===== src/rtl/ddr2_fifo_pkg.sv =====
// Shared definitions for the DDR2 FIFO datapaths: MIG command codes,
// read-stream FSM encoding and default burst geometry.
package ddr2_fifo_pkg;

   localparam logic [2:0] CMD_WRITE = 3'b000;
   localparam logic [2:0] CMD_READ  = 3'b001;

   localparam int DEF_BEATS_PER_RD = 2;
   localparam int DEF_ADDR_STEP    = 4;

   typedef enum logic [1:0] {
      ST_IDLE  = 2'd0,
      ST_ISSUE = 2'd1,
      ST_DRAIN = 2'd2,
      ST_DONE  = 2'd3
   } rd_state_e;

endpackage


===== src/rtl/ddr2_rd_stream_if.sv =====
// MIG app command/read-data signals plus the user stream, bundled for ddr2_rd_stream.
// master = the streamer, slave = the MIG/user side.
interface ddr2_rd_stream_if #(
   parameter int DATA_WIDTH = 64,
   parameter int ADDR_WIDTH = 31
) ();

   logic [2:0]            app_af_cmd;
   logic [ADDR_WIDTH-1:0] app_af_addr;
   logic                  app_af_wren;
   logic                  app_af_afull;
   logic                  rd_data_valid;
   logic [DATA_WIDTH-1:0] rd_data_fifo_out;
   logic [DATA_WIDTH-1:0] usr_dout;
   logic                  usr_valid;
   logic                  usr_ready;

   modport master (
      output app_af_cmd, app_af_addr, app_af_wren, usr_dout, usr_valid,
      input  app_af_afull, rd_data_valid, rd_data_fifo_out, usr_ready
   );

   modport slave (
      input  app_af_cmd, app_af_addr, app_af_wren, usr_dout, usr_valid,
      output app_af_afull, rd_data_valid, rd_data_fifo_out, usr_ready
   );

endinterface


===== src/rtl/ddr2_rd_buf.sv =====
// Synchronous first-word-fall-through FIFO holding returned MIG read beats.
// A write while full is dropped unless a read frees the slot in the same cycle.
module ddr2_rd_buf
   import ddr2_fifo_pkg::*;
#(
   parameter int DATA_WIDTH = 64,
   parameter int AW         = 5
) (
   input  logic                  clk_in,
   input  logic                  reset,
   input  logic                  wr_en,
   input  logic [DATA_WIDTH-1:0] wr_data,
   input  logic                  rd_en,
   output logic [DATA_WIDTH-1:0] rd_data,
   output logic                  full,
   output logic                  empty,
   output logic [AW:0]           count
);

   localparam int DEPTH = 1 << AW;

   logic [DATA_WIDTH-1:0] mem_q [DEPTH];
   logic [AW-1:0]         wr_ptr_q, wr_ptr_d;
   logic [AW-1:0]         rd_ptr_q, rd_ptr_d;
   logic [AW:0]           count_q, count_d;
   logic                  wr_ok;
   logic                  rd_ok;

   assign full    = (count_q == (AW+1)'(DEPTH));
   assign empty   = (count_q == '0);
   assign count   = count_q;
   assign rd_data = mem_q[rd_ptr_q];

   always_comb begin
      rd_ok    = rd_en && !empty;
      wr_ok    = wr_en && (!full || rd_ok);
      wr_ptr_d = wr_ptr_q + AW'(wr_ok);
      rd_ptr_d = rd_ptr_q + AW'(rd_ok);
      count_d  = count_q + (AW+1)'(wr_ok) - (AW+1)'(rd_ok);
   end

   always_ff @(posedge clk_in) begin
      if (reset) begin
         wr_ptr_q <= '0;
         rd_ptr_q <= '0;
         count_q  <= '0;
      end else begin
         wr_ptr_q <= wr_ptr_d;
         rd_ptr_q <= rd_ptr_d;
         count_q  <= count_d;
      end
   end

   // storage carries no reset; occupancy alone defines validity
   always_ff @(posedge clk_in) begin
      if (wr_ok) mem_q[wr_ptr_q] <= wr_data;
   end

endmodule


===== src/rtl/ddr2_rd_stream.sv =====
// Issues BL4 reads over a contiguous window and streams returned beats out with valid/ready.
// Optional DDR2_RD_CHECK_EN adds a pattern checker with a saturating error counter.
module ddr2_rd_stream
   import ddr2_fifo_pkg::*;
#(
   parameter int DATA_WIDTH   = 64,
   parameter int ADDR_WIDTH   = 31,
   parameter int BEATS_PER_RD = DEF_BEATS_PER_RD,
   parameter int ADDR_STEP    = DEF_ADDR_STEP,
   parameter int BUF_AW       = 5
) (
   input  logic                  clk_in,
   input  logic                  reset,
   input  logic                  phy_init_done,
   input  logic                  start,
   input  logic [ADDR_WIDTH-1:0] start_addr,
   input  logic [15:0]           num_cmds,
   output logic                  busy,
   output logic                  done,
   output logic                  ovf_err,
`ifdef DDR2_RD_CHECK_EN
   output logic [15:0]           chk_err_cnt,
`endif
   ddr2_rd_stream_if.master      bus
);

   localparam int                CRED_W   = BUF_AW + 1;
   localparam logic [CRED_W-1:0] CRED_RST = CRED_W'(1 << BUF_AW);
   localparam logic [CRED_W-1:0] BEATS_C  = CRED_W'(BEATS_PER_RD);

   rd_state_e             state_q, state_d;
   logic [ADDR_WIDTH-1:0] addr_q, addr_d;
   logic [15:0]           cmds_left_q, cmds_left_d;
   logic [31:0]           beats_left_q, beats_left_d;
   logic [CRED_W-1:0]     credits_q, credits_d;
   logic                  ovf_err_q, ovf_err_d;

   logic                  start_ok;
   logic                  issue;
   logic                  pop;
   logic                  buf_wr;
   logic [DATA_WIDTH-1:0] buf_rd_data;
   logic                  buf_full;
   logic                  buf_empty;
   logic [BUF_AW:0]       buf_count;

   assign start_ok = (state_q == ST_IDLE) && start && phy_init_done && (num_cmds != 16'd0);
   assign pop      = !buf_empty && bus.usr_ready;
   // beats landing while idle belong to an aborted transfer and are discarded
   assign buf_wr   = bus.rd_data_valid && (state_q != ST_IDLE);

   ddr2_rd_buf #(
      .DATA_WIDTH (DATA_WIDTH),
      .AW         (BUF_AW)
   ) u_buf (
      .clk_in  (clk_in),
      .reset   (reset),
      .wr_en   (buf_wr),
      .wr_data (bus.rd_data_fifo_out),
      .rd_en   (pop),
      .rd_data (buf_rd_data),
      .full    (buf_full),
      .empty   (buf_empty),
      .count   (buf_count)
   );

   always_comb begin
      state_d      = state_q;
      addr_d       = addr_q;
      cmds_left_d  = cmds_left_q;
      beats_left_d = beats_left_q;
      issue        = 1'b0;
      if (pop) beats_left_d = beats_left_q - 32'd1;
      case (state_q)
         ST_IDLE: begin
            if (start_ok) begin
               addr_d       = start_addr;
               cmds_left_d  = num_cmds;
               beats_left_d = 32'(num_cmds) * 32'(BEATS_PER_RD);
               state_d      = ST_ISSUE;
            end
         end
         ST_ISSUE: begin
            // a command is only sent once its whole burst is guaranteed buffer space
            if (!bus.app_af_afull && (credits_q >= BEATS_C)) begin
               issue       = 1'b1;
               addr_d      = addr_q + ADDR_WIDTH'(ADDR_STEP);
               cmds_left_d = cmds_left_q - 16'd1;
               if (cmds_left_q == 16'd1) state_d = ST_DRAIN;
            end
         end
         ST_DRAIN: begin
            if (beats_left_q == 32'd0) state_d = ST_DONE;
         end
         ST_DONE: state_d = ST_IDLE;
         default: state_d = ST_IDLE;
      endcase
   end

   always_comb begin
      credits_d = credits_q;
      if (issue) credits_d = credits_d - BEATS_C;
      if (pop)   credits_d = credits_d + CRED_W'(1);
      ovf_err_d = ovf_err_q | (buf_wr && buf_full && !pop);
   end

   always_ff @(posedge clk_in) begin
      if (reset) begin
         state_q      <= ST_IDLE;
         addr_q       <= '0;
         cmds_left_q  <= '0;
         beats_left_q <= '0;
         credits_q    <= CRED_RST;
         ovf_err_q    <= 1'b0;
      end else begin
         state_q      <= state_d;
         addr_q       <= addr_d;
         cmds_left_q  <= cmds_left_d;
         beats_left_q <= beats_left_d;
         credits_q    <= credits_d;
         ovf_err_q    <= ovf_err_d;
      end
   end

   assign bus.app_af_cmd  = CMD_READ;
   assign bus.app_af_addr = addr_q;
   assign bus.app_af_wren = issue;
   assign bus.usr_valid   = !buf_empty;
   assign bus.usr_dout    = (buf_count != '0) ? buf_rd_data : '0;
   assign busy            = (state_q != ST_IDLE);
   assign done            = (state_q == ST_DONE);
   assign ovf_err         = ovf_err_q;

`ifdef DDR2_RD_CHECK_EN
   logic [31:0] chk_cnt_q, chk_cnt_d;
   logic [15:0] chk_err_q, chk_err_d;

   function automatic logic [15:0] sat_inc16(input logic [15:0] v);
      return (v == 16'hFFFF) ? v : v + 16'd1;
   endfunction

   function automatic logic [DATA_WIDTH-1:0] chk_pattern(input logic [31:0] c);
      logic [63:0] p;
      p = {~c, c};
      return DATA_WIDTH'(p);
   endfunction

   always_comb begin
      chk_cnt_d = chk_cnt_q;
      chk_err_d = chk_err_q;
      if (start_ok) begin
         chk_cnt_d = '0;
      end else if (pop) begin
         chk_cnt_d = chk_cnt_q + 32'd1;
         if (buf_rd_data != chk_pattern(chk_cnt_q)) chk_err_d = sat_inc16(chk_err_q);
      end
   end

   always_ff @(posedge clk_in) begin
      if (reset) begin
         chk_cnt_q <= '0;
         chk_err_q <= '0;
      end else begin
         chk_cnt_q <= chk_cnt_d;
         chk_err_q <= chk_err_d;
      end
   end

   assign chk_err_cnt = chk_err_q;
`endif

endmodule


===== src/flat_wrapper.sv =====
// flat-port wrapper written by rule: the top's interface ports become plain ports
module ddr2_rd_stream_flat import ddr2_fifo_pkg::*;
#(
   parameter int DATA_WIDTH   = 64,
   parameter int ADDR_WIDTH   = 31,
   parameter int BEATS_PER_RD = DEF_BEATS_PER_RD,
   parameter int ADDR_STEP    = DEF_ADDR_STEP,
   parameter int BUF_AW       = 5
)
  (clk_in, reset, phy_init_done, start, start_addr, num_cmds, busy, done, ovf_err, bus_app_af_cmd, bus_app_af_addr, bus_app_af_wren, bus_usr_dout, bus_usr_valid, bus_app_af_afull, bus_rd_data_valid, bus_rd_data_fifo_out, bus_usr_ready);
  ddr2_rd_stream_if #(.DATA_WIDTH(DATA_WIDTH), .ADDR_WIDTH(ADDR_WIDTH)) bus_i ();
  input  logic clk_in;
  input  logic reset;
  input  logic phy_init_done;
  input  logic start;
  input  logic [ADDR_WIDTH-1:0] start_addr;
  input  logic [15:0] num_cmds;
  output logic busy;
  output logic done;
  output logic ovf_err;
  output wire logic [$bits(bus_i.app_af_cmd)-1:0] bus_app_af_cmd;
  output wire logic [$bits(bus_i.app_af_addr)-1:0] bus_app_af_addr;
  output wire logic [$bits(bus_i.app_af_wren)-1:0] bus_app_af_wren;
  output wire logic [$bits(bus_i.usr_dout)-1:0] bus_usr_dout;
  output wire logic [$bits(bus_i.usr_valid)-1:0] bus_usr_valid;
  input wire logic [$bits(bus_i.app_af_afull)-1:0] bus_app_af_afull;
  input wire logic [$bits(bus_i.rd_data_valid)-1:0] bus_rd_data_valid;
  input wire logic [$bits(bus_i.rd_data_fifo_out)-1:0] bus_rd_data_fifo_out;
  input wire logic [$bits(bus_i.usr_ready)-1:0] bus_usr_ready;
  assign bus_app_af_cmd = bus_i.app_af_cmd;
  assign bus_app_af_addr = bus_i.app_af_addr;
  assign bus_app_af_wren = bus_i.app_af_wren;
  assign bus_usr_dout = bus_i.usr_dout;
  assign bus_usr_valid = bus_i.usr_valid;
  assign bus_i.app_af_afull = bus_app_af_afull;
  assign bus_i.rd_data_valid = bus_rd_data_valid;
  assign bus_i.rd_data_fifo_out = bus_rd_data_fifo_out;
  assign bus_i.usr_ready = bus_usr_ready;
  ddr2_rd_stream #(.DATA_WIDTH(DATA_WIDTH), .ADDR_WIDTH(ADDR_WIDTH), .BEATS_PER_RD(BEATS_PER_RD), .ADDR_STEP(ADDR_STEP), .BUF_AW(BUF_AW)) u_core (.clk_in(clk_in), .reset(reset), .phy_init_done(phy_init_done), .start(start), .start_addr(start_addr), .num_cmds(num_cmds), .busy(busy), .done(done), .ovf_err(ovf_err), .bus(bus_i));
endmodule

===== config.mk =====
export PLATFORM = sky130hd
export DESIGN_NAME = ddr2_rd_stream_flat
export DESIGN_NICKNAME = d
export VERILOG_FILES = /design/src/rtl/ddr2_fifo_pkg.sv /design/src/rtl/ddr2_rd_stream_if.sv /design/src/rtl/ddr2_rd_buf.sv /design/src/rtl/ddr2_rd_stream.sv /design/src/flat_wrapper.sv
export SDC_FILE = /design/constraint.sdc
export NUM_CORES = 2
export LEC_CHECK = 0
export CAP_MARGIN = 20
export CORE_MARGIN = 8
export CORE_UTILIZATION = 25
export CTS_CLUSTER_DIAMETER = 80
export DETAILED_ROUTE_END_ITERATION = 7
export SYNTH_ARGS = -nofsm -noshare
export SYNTH_HDL_FRONTEND = slang
export SYNTH_HIERARCHICAL = 1
export SYNTH_SLANG_ARGS = --single-unit

===== constraint.sdc =====
create_clock -name clk_in -period 7.65 [get_ports clk_in]
set_input_delay 2.295 -clock clk_in [delete_from_list [all_inputs] [get_ports clk_in]]
set_output_delay 2.295 -clock clk_in [all_outputs]
set_load 0.05 [all_outputs]

### Word level (Yosys, flattened, before mapping)

Memory sizes are Yosys's and may differ from the RTL's. A register that Yosys moved wholly into a read port is not among the register bits.
Cells that the tools add are included.
Widths: inputs -> output; s select.

| storage, ports and cells | value |
|---|---|
| memories | 1 |
| bits of input ports | 118 |
| bits in registers | 104 |
| output and inout bits | 103 |
| bits in writable memories | 2048 |

| operators by class | value |
|---|---|
| $lt $le $gt $ge | 1 |
| $add $sub $neg | 9 |
| reductions and logical operators | 24 |
| bitwise gates (word level) | 1 |
| equality and inequality tests | 9 |
| muxes and demuxes | 22 |

Memories:

| name | depth | width | read ports | clocked after memory_dff | write ports | RTL line | text |
|---|---|---|---|---|---|---|---|
| u_core.u_buf.mem_q | 32 | 64 | 1 | 1 | 1 | ddr2_rd_buf.sv:22 | `logic [DATA_WIDTH-1:0] mem_q [DEPTH];` |

Operators by type and width:

| operator | number |
|---|---|
| $mux 32 | 3 |
| $mux 64 | 1 |
| $mux 31 | 2 |
| $pmux 31 s2 | 1 |
| $logic_not 32->1 | 1 |
| $mux 16 | 2 |
| $pmux 16 s2 | 1 |
| $sub 32x1->32 const B | 1 |
| $add 31x3->31 const B | 1 |
| $eq 16x1->1 const B | 1 |
| $reduce_bool 16->1 | 1 |
| $sub 16x1->16 const B | 1 |
| $mux 6 | 2 |
| $add 5x1->5 | 2 |
| $logic_and 1x1->1 | 10 |
| $mux 2 | 4 |
| $ne 2x1->1 const B | 4 |
| $pmux 2 s4 | 1 |
| $add 6x1->6 | 1 |
| $add 6x1->6 const B | 1 |
| $eq 6x6->1 const B | 1 |
| $ge 6x2->1 const B | 1 |
| $logic_not 6->1 | 1 |
| $reduce_bool 6->1 | 1 |
| other kinds (13) | 21 |

### Depth between registers and ports, before layout

| depth | value |
|---|---|
| word-level depth | 8 |
| gate-level depth with buffers | 15 |

### By module

The synthesis kept the hierarchy.

By module, submodules not included:

| module | instances | cells each | area each (µm²) |
|---|---|---|---|
| ddr2_rd_buf | 1 | 3445 | 79379.9 |
| ddr2_rd_stream | 1 | 750 | 5509.0 |

### Least setup slack after synthesis

No wires, ideal clock.

| timing | value |
|---|---|
| kind | input port to flip-flop |
| start | input bus_usr_ready |
| end | memory u_core.u_buf.mem_q[28][0], enable pin |
| data required time | 7163 ps |
| stages on the path | 7 |
| setup slack | 922 ps |
| arrival | 6242 ps |
| cells stage by stage | nand2b_1 inv_2 nand2b_1 a21boi_1 or3b_2 clkbuf_1 nor2_1 |

| on the way | value |
|---|---|
| cells in the longest elaborated chain, start to end | 6 |

RTL lines:

| element | RTL line | text |
|---|---|---|
| start, declared | flat_wrapper.sv:29 | `input wire logic [$bits(bus_i.usr_ready)-1:0] bus_usr_ready;` |
| $logic_and 1x1->1 | ddr2_rd_stream.sv:48 | `assign pop = !buf_empty && bus.usr_ready;` |
| via u_core.pop | ddr2_rd_stream.sv:40 | `logic pop;` |
| $logic_and 1x1->1 | ddr2_rd_buf.sv:35 | `rd_ok = rd_en && !empty;` |
| $logic_or 1x1->1 | ddr2_rd_buf.sv:36 | `wr_ok = wr_en && (!full \|\| rd_ok);` |
| $logic_and 1x1->1 | ddr2_rd_buf.sv:36 |  |
| $mux 1 | ddr2_rd_buf.sv:56 | `if (wr_ok) mem_q[wr_ptr_q] <= wr_data;` |
| $mux 1 (not written as such) | ddr2_rd_buf.sv:56 |  |
| end, declared | ddr2_rd_buf.sv:22 |  |

The timed path passes the listed nets, and every way through them passes these cells.

==> metrics.yaml <==
worstMarginPinSlew_ns: 1.10
cp.depth: 7
reg2reg_slack_ns: 3.48
slowest_delay_ns: 0.88
grt_remaining_overflow: 0
routabilityCongestion: 0.768
leakage_nw: 29.9
crit_type: "register to output pin"
clk_latency_ns: 0.90
timing.fmax_mhz: 143
cts_root_buf: "clkbuf_16"
synth_edf_count: 2048
drc_errors: 0
place_worst_setup_slack_ns: 1.32
drive_above_1_share_pct: 21.5
holdCritPathClass: "register to register"
avgSynthCellArea_sq_um: 20.2
seq_area_frac_synth_pct: 74.9
status: "finished clean"
dpl.hpwl_um: 118000
fin_crit_sh_pct: 91.2
setup_viol: 0
hold_buffers: 0
wl_um: 221000
fp.dieArea_sq_mm: 0.358
routedWlPerCell_um: 23.9
track_usage_pct: 11.9
ir_drop_uv: 197
worstReg2RegStart: "u_core/u_buf/count[2]"
cp_cell_sequence: "nand3_4, buf_12, o221ai_1, a21oi_1, a221oi_1, and2_1, clkdlybuf4s50_1"
path_buf_inv: 2
timing.final.ws_setup_ns: 0.672
cp_data_arrival_time_ns: 4.68
vias_per_cell: 4.63
num_rows: 214
core-area_sq_mm: 0.339
postCtsSetupBuffers: 0
yosysUniqueCellTypes: 76
fp.dieW_um: 599
maxCapViolCount: 0
grt_pass1_vias: 43800
path_delay_family: "buffers and inverters"
io_pins: 221
synth_area_sq_mm: 0.0849
antenna_found_initial: 31
nets: 4671
slew_violations: 0
startpoint: "u_core/u_buf/rd_ptr_q[2]"
cp.required_ns: 5.36
initial_core_util_pct: 25.0
period_minus_slack_ns: 6.98
htreeDepth: 4
path_clk_slew_ns: 0.06
synth_flop_cell: "edfxtp_1"
area_growth_pct: 18.3
cts_buffer_depth: 4
route.vias.total: 42800
post_cts_resized: 0
syn_inst: 4195
worstRegToRegCells: 10
drt-initial-drc-count: 3928
setup_tns_ns: 0
worstSetupEndpointType: "output pin"
critPathMaxFanout: 48
rsz0062_at_grt: "no"
r2r-end: "u_core/u_buf/mem_q[0][1]"
cp-start-kind: "register"
crit_end: "bus_usr_dout[8]"
io_buffer_count: 217
cts.sinks: 2152
hold_viol: 0
slew_headroom_pct: 25.8
yosys_register_bits: 2152
slowest_stage: "dfxtp_4"
grt_pass1_wl_um: 315000
drtAntennaViolNets: 0
fp.dieH_um: 599
cts_buffers: 218
dr.pass1.iters: 5
grt_max_degree: 75
p_per_area_mw_per_mm2: 310
cts_tree: "done"
yosys_warnings: 6
fin_skew_ns: 0.0961
async_reset_ff_share_pct: 0
==> cell families after synthesis <==
logic type	count (synthesis)	share of synthesized area (%)
AOI/OAI and AO/OA	470	4.12
xor gates and xnor gates	39	0.402
adders and majority gates	24	0.363
buffers and inverters	282	2.04
DFF	2152	74.9
muxes	717	15.1
other	2	0.00885
and+or+nand+nor	509	3.10
==> metal layers <==
layer  vias to the layer above  share of wire, %  global-route usage [%]
li1                      18100                 -                       -
met1                     22800                40                    15.1
met2                      1507                49                    20.3
met3                       377               7.4                    2.52
met4                        14               3.2                    3.68
met5                         -             0.036                       0
==> registers in the layout (all words and copies together) (netlist names) <==
signal and cells:
u_core/beats_left_q 32, u_core/bus.app_af_addr 31, u_core/cmds_left_q 16, u_core/credits_q 6, u_core/ovf_err 1, u_core/state_q 2
u_core/u_buf/count 6, u_core/u_buf/mem_q 2048, u_core/u_buf/rd_ptr_q 5, u_core/u_buf/wr_ptr_q 5
==> Yosys cell counts (18+ instances only) <==
master	count	area [sq um]
nor4_1	23	144
xnor2_1	31	272
o21ai_0	43	215
o32ai_1	23	201
nand2_1	88	330
a221oi_1	25	219
a211oi_1	20	150
nor2_1	123	462
nor3_1	36	180
buf_4	26	195
and2_1	66	413
dfxtp_1	104	2080
a221oi_2	41	616
a21oi_1	125	626
clkbuf_1	99	372
inv_1	39	146
or2_2	53	332
buf_6	44	495
nand3_1	28	140
ha_1	23	288
nor2b_1	18	113
mux2i_1	274	2740
o22ai_1	55	344
o221ai_1	54	473
mux4_2	417	9390
mux4_1	24	631
buf_2	51	255
edfxtp_1	2048	61500
==> layout make-up <==
| cell class | instances | area (sq um) |
|---|---|---|
| sequential | 2152 | 63600 |
| tap | 4536 | 5680 |
| multi-input combinational | 1762 | 19900 |
| fill | 32900 | 239000 |
| timing repair buffer | 355 | 4120 |
| inverter | 40 | 150 |
| clock inverter | 138 | 1330 |
| antenna | 10 | 25.0 |
| clock buffer | 257 | 5640 |
==> worst min path at each step <==
stage	start	end	depth (start not counted)	slack (ns)
floorplan	u_core/cmds_left_q[5]	u_core/cmds_left_q[5]	2	0.45
global placement	u_core/bus.app_af_addr[1]	u_core/bus.app_af_addr[1]	2	0.44
detailed placement	u_core/bus.app_af_addr[1]	u_core/bus.app_af_addr[1]	2	0.46
CTS	u_core/bus.app_af_addr[1]	u_core/bus.app_af_addr[1]	2	0.47
global route	u_core/cmds_left_q[5]	u_core/cmds_left_q[5]	2	0.50
finish	u_core/bus.app_af_addr[1]	u_core/bus.app_af_addr[1]	2	0.46
==> placed cells by master (no fill, tap or decap), types with 42 or more instances in the layout <==
cell type	count
a21oi_1	125
o21ai_0	43
mux2i_1	274
clkinv_2	42
edfxtp_1	2048
or2_2	53
clkinv_1	54
mux4_2	417
clkbuf_16	222
dfxtp_1	99
nand2_1	87
o221ai_1	54
o22ai_1	55
nor2_1	89
and2_1	66
buf_12	48
clkdlybuf4s50_1	216
buf_4	70
==> where the power goes <==
group          internal [mW]  leakage (nW)  switching (mW)
clock                   6.06          3.41            4.41
sequential              13.2          19.3           0.286
combinational           2.98          7.20            4.16
==> tightest hold or removal path: stages, from the launching register on <==
cell	delay, ns
dfxtp_1	0.31
nand2_1	0.05
a21oi_1	0.05
==> per-stage QoR <==
stage	power (mW)	instances	area, sq um	utilization, %	hold slack, ns
3_5_place_dp	20.9	8825	93000	27.4	0.458
2_1_floorplan	18.8	4196	84900	-	0.449
4_1_cts	31.4	9220	99900	29.5	0.466
5_1_grt	32.3	9240	100000	29.6	0.505
3_3_place_gp	20.8	8825	93000	27.4	0.441
6_report	31.1	9250	100000	29.6	0.465
No activity file was read; power rests on OpenSTA's default activity.
